`config.mk`:
```
export PLATFORM = sky130hd
export DESIGN_NAME = mat_stream_ctrl
export DESIGN_NICKNAME = d
export VERILOG_FILES = /design/src/rtl/mat_stream_ctrl.sv
export SDC_FILE = /design/constraint.sdc
export NUM_CORES = 1
export LEC_CHECK = 0
export CORE_ASPECT_RATIO = 0.9
export CORE_UTILIZATION = 30
export DETAILED_ROUTE_END_ITERATION = 10
export HOLD_SLACK_MARGIN = 0.02
export PLACE_DENSITY = 0.54
export SYNTH_ARGS = -nofsm -noshare
export SYNTH_HDL_FRONTEND = slang
export SYNTH_SLANG_ARGS = --single-unit
```
`constraint.sdc`:
```
create_clock -name clk -period 3.85 [get_ports clk]
set_input_delay 0.5775 -clock clk [delete_from_list [all_inputs] [get_ports clk]]
set_output_delay 0.5775 -clock clk [all_outputs]
set_load 0.01 [all_outputs]
```
`src/rtl/mat_stream_ctrl.sv`:
```
// mat_stream_ctrl: walks a SIZE_A x SIZE_B preloaded matrix buffer in
// row-major or column-major order and streams the elements to a single
// consumer. The buffer has a fixed 1-cycle read latency, so every read is
// tagged at issue time and the returned element lands in a 2-entry output
// FIFO whose head register drives the stream outputs directly.
//
// Stream handshake: an element moves when out_valid && out_ready are both
// high on a rising clk edge. While out_valid is high and out_ready is low,
// out_data, out_last and out_frame_last hold their values; out_valid never
// drops without a handshake (except through reset).
module mat_stream_ctrl #(
   parameter int SIZE_A = 8,
   parameter int SIZE_B = 8,
   parameter int BITS   = 64
) (
   input  logic                   clk,
   input  logic                   reset,
   input  logic                   start,
   input  logic                   transpose,
   output logic                   busy,
   output logic                   done,
   output logic                   mem_rd_en,
   output logic [((SIZE_A > 1) ? $clog2(SIZE_A) : 1)-1:0] mem_row,
   output logic [((SIZE_B > 1) ? $clog2(SIZE_B) : 1)-1:0] mem_col,
   input  logic signed [BITS-1:0] mem_rd_data,
   output logic signed [BITS-1:0] out_data,
   output logic                   out_valid,
   input  logic                   out_ready,
   output logic                   out_last,
   output logic                   out_frame_last
);

   localparam int RW = (SIZE_A > 1) ? $clog2(SIZE_A) : 1;
   localparam int CW = (SIZE_B > 1) ? $clog2(SIZE_B) : 1;

   localparam logic [1:0] S_IDLE  = 2'd0;
   localparam logic [1:0] S_RUN   = 2'd1;
   localparam logic [1:0] S_DRAIN = 2'd2;
   localparam logic [1:0] S_DONE  = 2'd3;

   typedef struct packed {
      logic [BITS-1:0] data;
      logic            last;
      logic            frame;
   } entry_t;

   logic [1:0]    state_q;
   logic          tr_q;
   logic [RW-1:0] row_q;
   logic [CW-1:0] col_q;

   logic          inflight_q;
   logic          tag_last_q;
   logic          tag_frame_q;

   logic [1:0]    cnt_q;
   entry_t        head_q;
   entry_t        tail_q;
   entry_t        new_entry;

   logic          pop;
   logic [2:0]    occ;
   logic          rd_en;
   logic          row_end;
   logic          col_end;
   logic          issue_last;
   logic          issue_frame;

   // Issue decision and tags for the address currently presented.
   always_comb begin
      pop         = (cnt_q != 2'd0) && out_ready;
      // Buffered plus in-flight, minus what leaves this cycle; a pop only
      // happens with cnt_q >= 1, so this never underflows.
      occ         = {1'b0, cnt_q} + {2'b00, inflight_q} - {2'b00, pop};
      rd_en       = (state_q == S_RUN) && (occ < 3'd2);
      row_end     = (row_q == RW'(SIZE_A - 1));
      col_end     = (col_q == CW'(SIZE_B - 1));
      issue_last  = tr_q ? row_end : col_end;
      issue_frame = row_end && col_end;
   end

   // Pass sequencing: IDLE -> RUN -> DRAIN -> DONE -> IDLE.
   always_ff @(posedge clk) begin
      if (reset) begin
         state_q <= S_IDLE;
         tr_q    <= 1'b0;
      end else begin
         case (state_q)
            S_IDLE: begin
               if (start) begin
                  state_q <= S_RUN;
                  tr_q    <= transpose;
               end
            end
            S_RUN: begin
               if (rd_en && issue_frame) state_q <= S_DRAIN;
            end
            S_DRAIN: begin
               // Leave once nothing is in flight and the FIFO empties now.
               if (!inflight_q && ((cnt_q == 2'd0) || ((cnt_q == 2'd1) && pop)))
                  state_q <= S_DONE;
            end
            default: state_q <= S_IDLE;
         endcase
      end
   end

   // Address walk: inner index wraps to 0 and bumps the outer index.
   always_ff @(posedge clk) begin
      if (reset) begin
         row_q <= '0;
         col_q <= '0;
      end else if ((state_q == S_IDLE) && start) begin
         row_q <= '0;
         col_q <= '0;
      end else if (rd_en) begin
         if (!tr_q) begin
            if (col_end) begin
               col_q <= '0;
               row_q <= row_end ? '0 : row_q + RW'(1);
            end else begin
               col_q <= col_q + CW'(1);
            end
         end else begin
            if (row_end) begin
               row_q <= '0;
               col_q <= col_end ? '0 : col_q + CW'(1);
            end else begin
               row_q <= row_q + RW'(1);
            end
         end
      end
   end

   // Read pipeline: remember that a read is outstanding and its tags.
   always_ff @(posedge clk) begin
      if (reset) begin
         inflight_q  <= 1'b0;
         tag_last_q  <= 1'b0;
         tag_frame_q <= 1'b0;
      end else begin
         inflight_q  <= rd_en;
         tag_last_q  <= issue_last;
         tag_frame_q <= issue_frame;
      end
   end

   assign new_entry = '{data: mem_rd_data, last: tag_last_q, frame: tag_frame_q};

   // 2-entry output FIFO; head_q is always the element on the stream.
   always_ff @(posedge clk) begin
      if (reset) begin
         cnt_q  <= 2'd0;
         head_q <= '0;
         tail_q <= '0;
      end else begin
         case ({inflight_q, pop})
            2'b10: begin
               if (cnt_q == 2'd0) head_q <= new_entry;
               else               tail_q <= new_entry;
               cnt_q <= cnt_q + 2'd1;
            end
            2'b01: begin
               head_q <= tail_q;
               cnt_q  <= cnt_q - 2'd1;
            end
            2'b11: begin
               if (cnt_q == 2'd1) begin
                  head_q <= new_entry;
               end else begin
                  head_q <= tail_q;
                  tail_q <= new_entry;
               end
            end
            default: ;
         endcase
      end
   end

   assign busy           = (state_q != S_IDLE);
   assign done           = (state_q == S_DONE);
   assign mem_rd_en      = rd_en;
   assign mem_row        = row_q;
   assign mem_col        = col_q;
   assign out_valid      = (cnt_q != 2'd0);
   assign out_data       = head_q.data;
   assign out_last       = head_q.last;
   assign out_frame_last = head_q.frame;

endmodule

```
==> flow_summary_export.csv <==
group,metric,value,unit
clock_tree,cts_sinks,146,
worst_setup_path,critPathRequiredTime,3.27,ns
worst_setup_path,worst_r2r_path_depth,10,
grt,grt_overflow_total,0,
floorplan,row_count,49,
layout,nets,813,
routing,dr.first_iter.drc_count,175,
clock_tree,cts_resized,0,
floorplan,coreArea,0.02029,mm²
floorplan,start_util,31.00,%
timing,fin_crit_sh,94.77,%
clock_tree,postCtsSetupRepairBufs,0,
floorplan,io_pins,145,
timing,setup_tns,0,ns
worst_setup_path,cp-start-kind,"flip-flop",
worst_setup_path,crit_arrival,3.07,ns
layout,fin_cells,1024,
layout,antenna_cells,0,
clock_tree,cts_htree_levels,4,
worst_setup_path,slowest_delay,0.56,ns
layout,drive_gt1_share,18.28,%
clock_tree,cts_root_buffer,"clkbuf_16",
routing,ant_nets,0,
synth,yosysWarnings,0,
synth,synth_top_area_share,46.46,%
layout,syn2layout_area_growth,36.48,%
synth,async_flop_share,0,%
clock_tree,cts_tree,"yes",
synth,netlist_top_cells_count,"nor2_1, dfxtp_1, mux2i_1",
floorplan,die_x,154.6,µm
synth,yosysMostFrequentCell,"nor2_1",
clock_tree,insertion_delay,0.41,ns
worst_setup_path,cp-end-kind,"primary output",
synth,ys_types,33,
worst_setup_path,setup.worst_path.end,"mem_rd_en",
synth,avgSynthCellArea,10.35,µm²
placement,hpwl,10400,µm
power_and_ir_drop,leakage,3.013,nW
grt,grt_max_degree,73,
synth,synth_edf_count,0,
synth,synth.area.top_cells,"dfxtp_1, mux2i_1, a221oi_2",
routing,vias,4937,
floorplan,dieArea,0.02155,mm²
synth,synth_seq_cells,146,
timing,max_freq,274.1,MHz
timing,slew_viol_final,0,
run_status,status,"finished clean",
floorplan,die_y,139.4,µm
placement,gp_congestion,0.7102,
power_and_ir_drop,peakVddDrop,0.3383,mV
worst_setup_path,worstReg2RegEnd,"mem_col[0]",
clock_tree,numCtsBuffers,17,
grt,grt_usage,15.40,%
worst_setup_path,critical_path_class,"flip-flop to primary output",
routing,dr.pass1.iters,4,
synth,postSynthCellCount,608,
synth,synth_nets,690,
routing,routed_wl,16210,µm
worst_setup_path,rrSetupSlack,0.91,ns
routing,wl_per_cell,15.83,µm
timing,max_slew_margin,42.02,%
worst_setup_path,r2r-start,"cnt_q[0]",
routing,drc,0,
hold_path,hp-class,"flip-flop to flip-flop",
worst_setup_path,startpoint,"cnt_q[0]",
grt,grt_antenna_before_repair,0,
power_and_ir_drop,p_per_area,655.5,mW/mm²
synth,yosysTopAreaCell,"dfxtp_1",
grt,grt_pass1_vias,5063,
timing,clock-skew-final,0.008198,ns
placement,port_buffers,144,
timing,fin_crit,3.649,ns
synth,synth_ff_type,"dfxtp_1",
synth,seq_area_frac_synth,46.46,%
worst_setup_path,cpMaxStageDelayCell,"clkdlybuf4s50_1",
routing,vias_per_cell,4.821,
clock_tree,clk_pin_slew,0.06,ns
placement,dp_cells,992,
grt,grt_pass1_wl,26400,µm
clock_tree,ctsLongestPathBuffers,2,
timing,setup_violations,0,
worst_setup_path,path_cells,"inv_1 -> ha_2 -> nand2b_2 -> nor2_2 -> o21ai_0 -> fa_1 -> xor2_2 -> nor2_1 -> clkdlybuf4s50_1",
timing,worst_slew_pin_slew,0.8664,ns
worst_setup_path,crit_fanout,6,
timing,hold_violations,0,
synth,netlist_area,0.006291,mm²
job,maxCapViolCount,0,
clock_tree,hold_buffers,0,
cells in the final DEF, fill, tap and decap left out, types with 11 or more instances in the layout:
cell | synthesis | layout
ha_1 | 12 | 11
mux2i_1 | 74 | 73
a221oi_2 | 40 | 40
a221oi_1 | 26 | 26
clkbuf_16 | 0 | 17
nor3_2 | 40 | 40
nor2_1 | 148 | 147
nor3_1 | 30 | 30
dfxtp_1 | 146 | 145
clkdlybuf4s50_1 | 0 | 143
registers in the layout, summed over array words and instances (netlist names):
register        flops
out_last            1
tr_q                1
cnt_q               2
inflight_q          1
out_data           64
mem_row             3
tail_q             66
state_q             2
mem_col             3
out_frame_last      1
tag_frame_q         1
tag_last_q          1
power by group:
part / internal, mW / switching (mW) / leakage (nW)
Sequential: 1.76 / 0.149 / 1.19
Combinational: 0.866 / 1.14 / 1.53
Clock: 1.06 / 0.655 / 0.297
Total: 3.68 / 1.95 / 3.01
final cells by class:
class	instances	area, µm²
flip-flops and latches	146	2924
fillers	1934	11710
multi-input cells	402	3107
repair buffers	155	1559
inverters	9	33.78
clock inverters	12	155.1
well taps	280	350.3
clock buffers	20	456.7
cells by family after synthesis:
logic type,after synthesis,share of synthesized area (%)
buffers and inverters,60,5.111
XOR/XNOR,3,0.4177
AND/OR/NAND/NOR,232,18.87
AO/OA/AOI/OAI,80,14.66
flip-flops,146,46.46
adder cells (fa/ha/maj),13,2.705
multiplexers,74,11.77
worst max-delay path, delay by kind of cell (launching register included):
family | cells | cell delay, ns
AO/OA/AOI/OAI | 1 | 0.15
buffers and inverters | 2 | 0.65
flip-flops | 1 | 0.40
AND/OR/NAND/NOR | 3 | 0.57
adder cells (fa/ha/maj) | 2 | 0.70
XOR/XNOR | 1 | 0.20
layer usage:
| metal | up-vias | part of all wire [%] | routed length (µm) | GRT usage [%] |
|---|---|---|---|---|
| met5 | - | 0 | 0 | 0 |
| met4 | 0 | 1.0 | 165 | 3.752 |
| met3 | 11 | 4.1 | 670 | 4.298 |
| met2 | 111 | 46 | 7524 | 25.08 |
| met1 | 2390 | 48 | 7845 | 20.09 |
| li1 | 2425 | - | - | - |
how the worst min path moves through the flow:
stage / startpoint / to / slack [ns] / depth (start not counted)
detailed placement: out_data[0] / out_data[0] / 0.48 / 2
floorplan: tail_q[10] / tail_q[10] / 0.46 / 2
global route: out_data[0] / out_data[0] / 0.51 / 2
CTS: out_data[3] / out_data[3] / 0.49 / 2
global placement: tail_q[5] / tail_q[5] / 0.47 / 2
finish: out_data[3] / out_data[3] / 0.49 / 2
through the flow:
| stage | power, mW | setup slack, ns | hold slack [ns] | cell area, µm² | util [%] |
|---|---|---|---|---|---|
| 2_1_floorplan | 3.212 | 1.275 | 0.4615 | 6291 | - |
| 3_3_place_gp | 3.915 | 0.3580 | 0.4741 | 7960 | 39.23 |
| 3_5_place_dp | 3.963 | 0.2899 | 0.4785 | 7960 | 39.23 |
| 4_1_cts | 5.710 | 0.04713 | 0.4911 | 8572 | 42.24 |
| 5_1_grt | 5.983 | -0.01522 | 0.5095 | 8586 | 42.31 |
| 6_report | 5.628 | 0.2012 | 0.4875 | 8586 | 42.31 |
Power figures use the tool's default switching activity.
==> edit 1: new RTL, same settings <==
The parameter `BITS` goes from 64 to 128.
--- a/src/rtl/mat_stream_ctrl.sv
+++ b/src/rtl/mat_stream_ctrl.sv
@@ -13,3 +13,3 @@
    parameter int SIZE_B = 8,
-   parameter int BITS   = 64
+   parameter int BITS   = 128
 ) (
Interface: changed (resized mem_rd_data and out_data); port bits go from 145 to 273. No check against the original RTL was run, so the function may have changed too.
==> edit 1 against the unedited design <==
- sequential cell count grew 128
- non-clock buffer count up 130
- sequential share of layout area is 3.3 points higher
- die area grew 67%
- critical path type unchanged
- clock skew up 0.011 ns
- cell area up 71%
- maximum frequency increased by 0.13%
- synthesized area increased by 68%
- cell count increased by 76%
- setup slack better by 0.0046 ns
- wire length rose by 90%
- largest cell class is now flip-flops and latches
- total power is 71% higher
==> edit 1: results <==
metrics = {
    "clock_tree": {
        "clock_latency_ns": 0.56,
        "clockBufferDepth": 3,
        "htree_levels": 1,
        "cts_made_buffers": 30,
    },
    "synth": {
        "yosys.cell_types.count": 27,
        "synth-async-reset-ratio": 0,
        "syn_inst": 1105,
        "ys_seq_area_frac": 0.518,
        "syn-num-nets": 1251,
    },
    "power": {
        "leakage_uw": 0.00508,
        "pwr-share-clk": 0.290,
        "power.switching_uw": 3200,
        "p_per_area_mw_per_mm2": 654,
        "peakVddDrop_v": 0.000322,
        "comb_power_share": 0.340,
    },
    "setup_path": {
        "r2r_slack_ns": 1.08,
        "r2r-end": "mem_row[0]$_SDFFE_PP0P_",
        "critPathMaxStageDelay_ns": 0.58,
    },
    "placement": {
        "dpl_cell_area_mm2": 0.0137,
        "pre_cts_ws_ns": 0.300,
        "io_buffer_count": 272,
        "gp_congestion": 0.728,
    },
    "sta": {
        "finalClockSkew_ns": 0.0192,
        "whs_ns": 0.487,
        "max_slew.worst_pin.slew_ns": 1.02,
    },
    "global_routing": {
        "grt_use_total": 0.167,
        "grtUsageMet3": 0.0466,
        "grt_pass1_wl_mm": 48.6,
        "use_met2": 0.271,
        "grt_max_degree": 142,
        "grtUsageMet1": 0.218,
    },
    "detailed_routing": {
        "wl_met3_mm": 2.15,
        "initialDrtViolationCount": 341,
        "wl_met2_mm": 13.7,
        "dr_total_vias": 8989,
        "met1_length_mm": 14.4,
        "wl_per_cell_um": 17.0,
    },
    "hold_path": {
        "min_from": "out_data[72]$_SDFFE_PP0P_",
        "min_to": "out_data[72]$_SDFFE_PP0P_",
    },
    "final_layout": {
        "areaGrowthSynthToFinish_pct": 38.7,
        "drive_gt1_frac": 0.0499,
        "finalNonFillerCells": 1804,
    },
    "run_status": {
        "status": "finished, final reports clean",
    },
}
edit 1: changes by cell type after synthesis, moves of 8 or more:
cell      before  now
nor3_1        30  134
buf_2         11   19
clkbuf_1      24   62
buf_4          6   19
a221oi_2      40    0
dfxtp_1      146  274
buf_6          8    0
mux2i_1       74  138
nor2_1       148  276
a221oi_1      26  130
nor3_2        40    0
edit 1: timing repair:
| item | CTS | global route |
|---|---|---|
| setup endpoints to repair | 1 | 1 |
| cloned | 0 | 0 |
| resized for setup | 1 | 6 |
edit 1: cell families (layout without fill, tap and decap cells):
kind of cell,count (synthesis),after routing,synth area share
simple gates,424,424,0.169
flops,274,274,0.518
compound gates,144,144,0.116
mux,138,138,0.131
buf+inv,109,346,0.0477
fa+ha+maj,13,13,0.0161
xor+xnor,3,3,0.00248
edit 1: cell type report:
type / count / share of cell area
sequential: 274 / 0.374
multi-input combinational: 722 / 0.318
timing repair buffer: 285 / 0.202
clock inverter: 4 / 0.00307
tap: 462 / 0.0394
clock buffer: 48 / 0.0613
inverter: 9 / 0.00230
edit 1: how the worst max path moves through the flow:
| stage | endpoint | slack [ns] | cells after the start | from |
|---|---|---|---|---|
| floorplan | mem_col[0]$_SDFFE_PP0P_ | 1.30 | 10 | cnt_q[1]$_SDFFE_PP0P_ |
| global placement | mem_rd_en | 0.33 | 8 | out_ready |
| detailed placement | mem_rd_en | 0.30 | 8 | out_ready |
| CTS | mem_rd_en | 0.007 | 10 | cnt_q[1]$_SDFFE_PP0P_ |
| global route | mem_rd_en | 0.02 | 10 | cnt_q[0]$_SDFFE_PP0P_ |
| finish | mem_rd_en | 0.21 | 9 | cnt_q[0]$_SDFFE_PP0P_ |
edit 1: tightest hold or removal path, cell delays in order, from the launching register on:
cell and delay, ns:
dfxtp_1 0.31, nor2_1 0.09, nor3_1 0.04
==> edit 2: new RTL, same flow settings <==
Without the edit above. Reset style: asynchronous (`reset`), changed in 4 clocked blocks.
--- a/src/rtl/mat_stream_ctrl.sv
+++ b/src/rtl/mat_stream_ctrl.sv
@@ -82,3 +82,3 @@
    // Pass sequencing: IDLE -> RUN -> DRAIN -> DONE -> IDLE.
-   always_ff @(posedge clk) begin
+   always_ff @(posedge clk or posedge reset) begin
       if (reset) begin
@@ -108,3 +108,3 @@
    // Address walk: inner index wraps to 0 and bumps the outer index.
-   always_ff @(posedge clk) begin
+   always_ff @(posedge clk or posedge reset) begin
       if (reset) begin
@@ -135,3 +135,3 @@
    // Read pipeline: remember that a read is outstanding and its tags.
-   always_ff @(posedge clk) begin
+   always_ff @(posedge clk or posedge reset) begin
       if (reset) begin
@@ -150,3 +150,3 @@
    // 2-entry output FIFO; head_q is always the element on the stream.
-   always_ff @(posedge clk) begin
+   always_ff @(posedge clk or posedge reset) begin
       if (reset) begin
Behaviour: differs if reset is asserted again (counterexample within 4 cycles, from zero or initial values and one cycle with reset high); with reset held inactive, the same outputs for 4 cycles.
==> edit 2 against the unedited design <==
- wire length is 21% higher
- setup slack better by 0.12 ns
- total power is 49% higher
- cell count down 1.1%
- non-clock buffer count increased by 4
- cell area rose by 7.0%
- count of clock-buffer cells in the layout shrank 3
- worst hold slack improved by 0.0071 ns
- synthesized area grew 8.6%
- sequential cell count did not move
- critical path type unchanged
==> edit 2: results <==
metrics = {
    "synth": {
        "yosys.cell_types.count": 32,
        "muxShareOfSynthArea": 0.124,
        "yosys.area_share.xor_xnor": 0.00384,
        "synth_area_leaders": "dfrtp_1, mux2_2, a221o_1",
        "syn-num-nets": 657,
        "synthAdderAreaFrac": 0.0249,
    },
    "detailed_routing": {
        "initialDrtViolationCount": 323,
        "first_pass_iters": 5,
        "drt-total-wl_mm": 19.7,
        "wl_per_cell_um": 19.4,
        "vias_per_cell": 5.32,
    },
    "setup_path": {
        "path_max_fanout": 9,
        "r2r-end": "state_q[1]$_DFFE_PP0P_",
        "r2r_slack_ns": 1.07,
        "rr_worst_depth": 11,
        "r2r_start": "cnt_q[0]$_DFFE_PP0P_",
        "arrival_ns": 2.95,
    },
    "power": {
        "finalPower_uw": 8390,
        "peakVddDrop_v": 0.000379,
        "seqPwrFrac": 0.328,
        "p_sw_frac": 0.365,
    },
    "global_routing": {
        "grt_max_degree": 55,
        "grt_use_total": 0.175,
        "grt_pass1_vias": 5714,
        "grt_pass1_wl_mm": 31.7,
    },
    "final_layout": {
        "drive_gt1_frac": 0.176,
        "finalNetCount": 785,
    },
    "hold_path": {
        "hold_depth": 1,
        "min_from": "tail_q[24]$_DFFE_PP0P_",
        "min_to": "out_data[22]$_DFFE_PP0P_",
    },
    "placement": {
        "dp.cells": 981,
        "dpl_cell_area_mm2": 0.00858,
        "gp_congestion": 0.739,
    },
    "run_status": {
        "status": "finished, final reports clean",
    },
    "sta": {
        "whs_ns": 0.495,
        "period_needed_ns": 3.53,
    },
}
==> edit 2: per-layer routing <==
layer  track usage  wire (um)
met5             0          0
met3        0.0397        918
met2         0.278       9330
met1         0.232       9040
met4        0.0679        390
==> edit 2: critical path, stage by stage, from the launching register on <==
cell and delay [ns]:
dfrtp_1 0.43, inv_1 0.10, ha_2 0.18, nand2b_4 0.17
inv_1 0.09, nor2_1 0.10, o21ai_0 0.11, fa_1 0.51
nand2_1 0.10, nor2_1 0.18, clkdlybuf4s50_1 0.57
==> edit 2: repair_timing <==
item                                    in CTS  in global routing
endpoints found under the setup margin       0                  1
endpoints found under the hold margin        0                  0
gates resized for setup                      0                  1
==> edit 2: area by class of cell <==
type	instances	area [um2]
well taps	297	372
repair buffers	159	1590
inverters	11	45.0
multi-input cells	368	2920
flip-flops and latches	146	3650
clock inverters	15	180
fillers	2142	13300
clock buffers	17	425
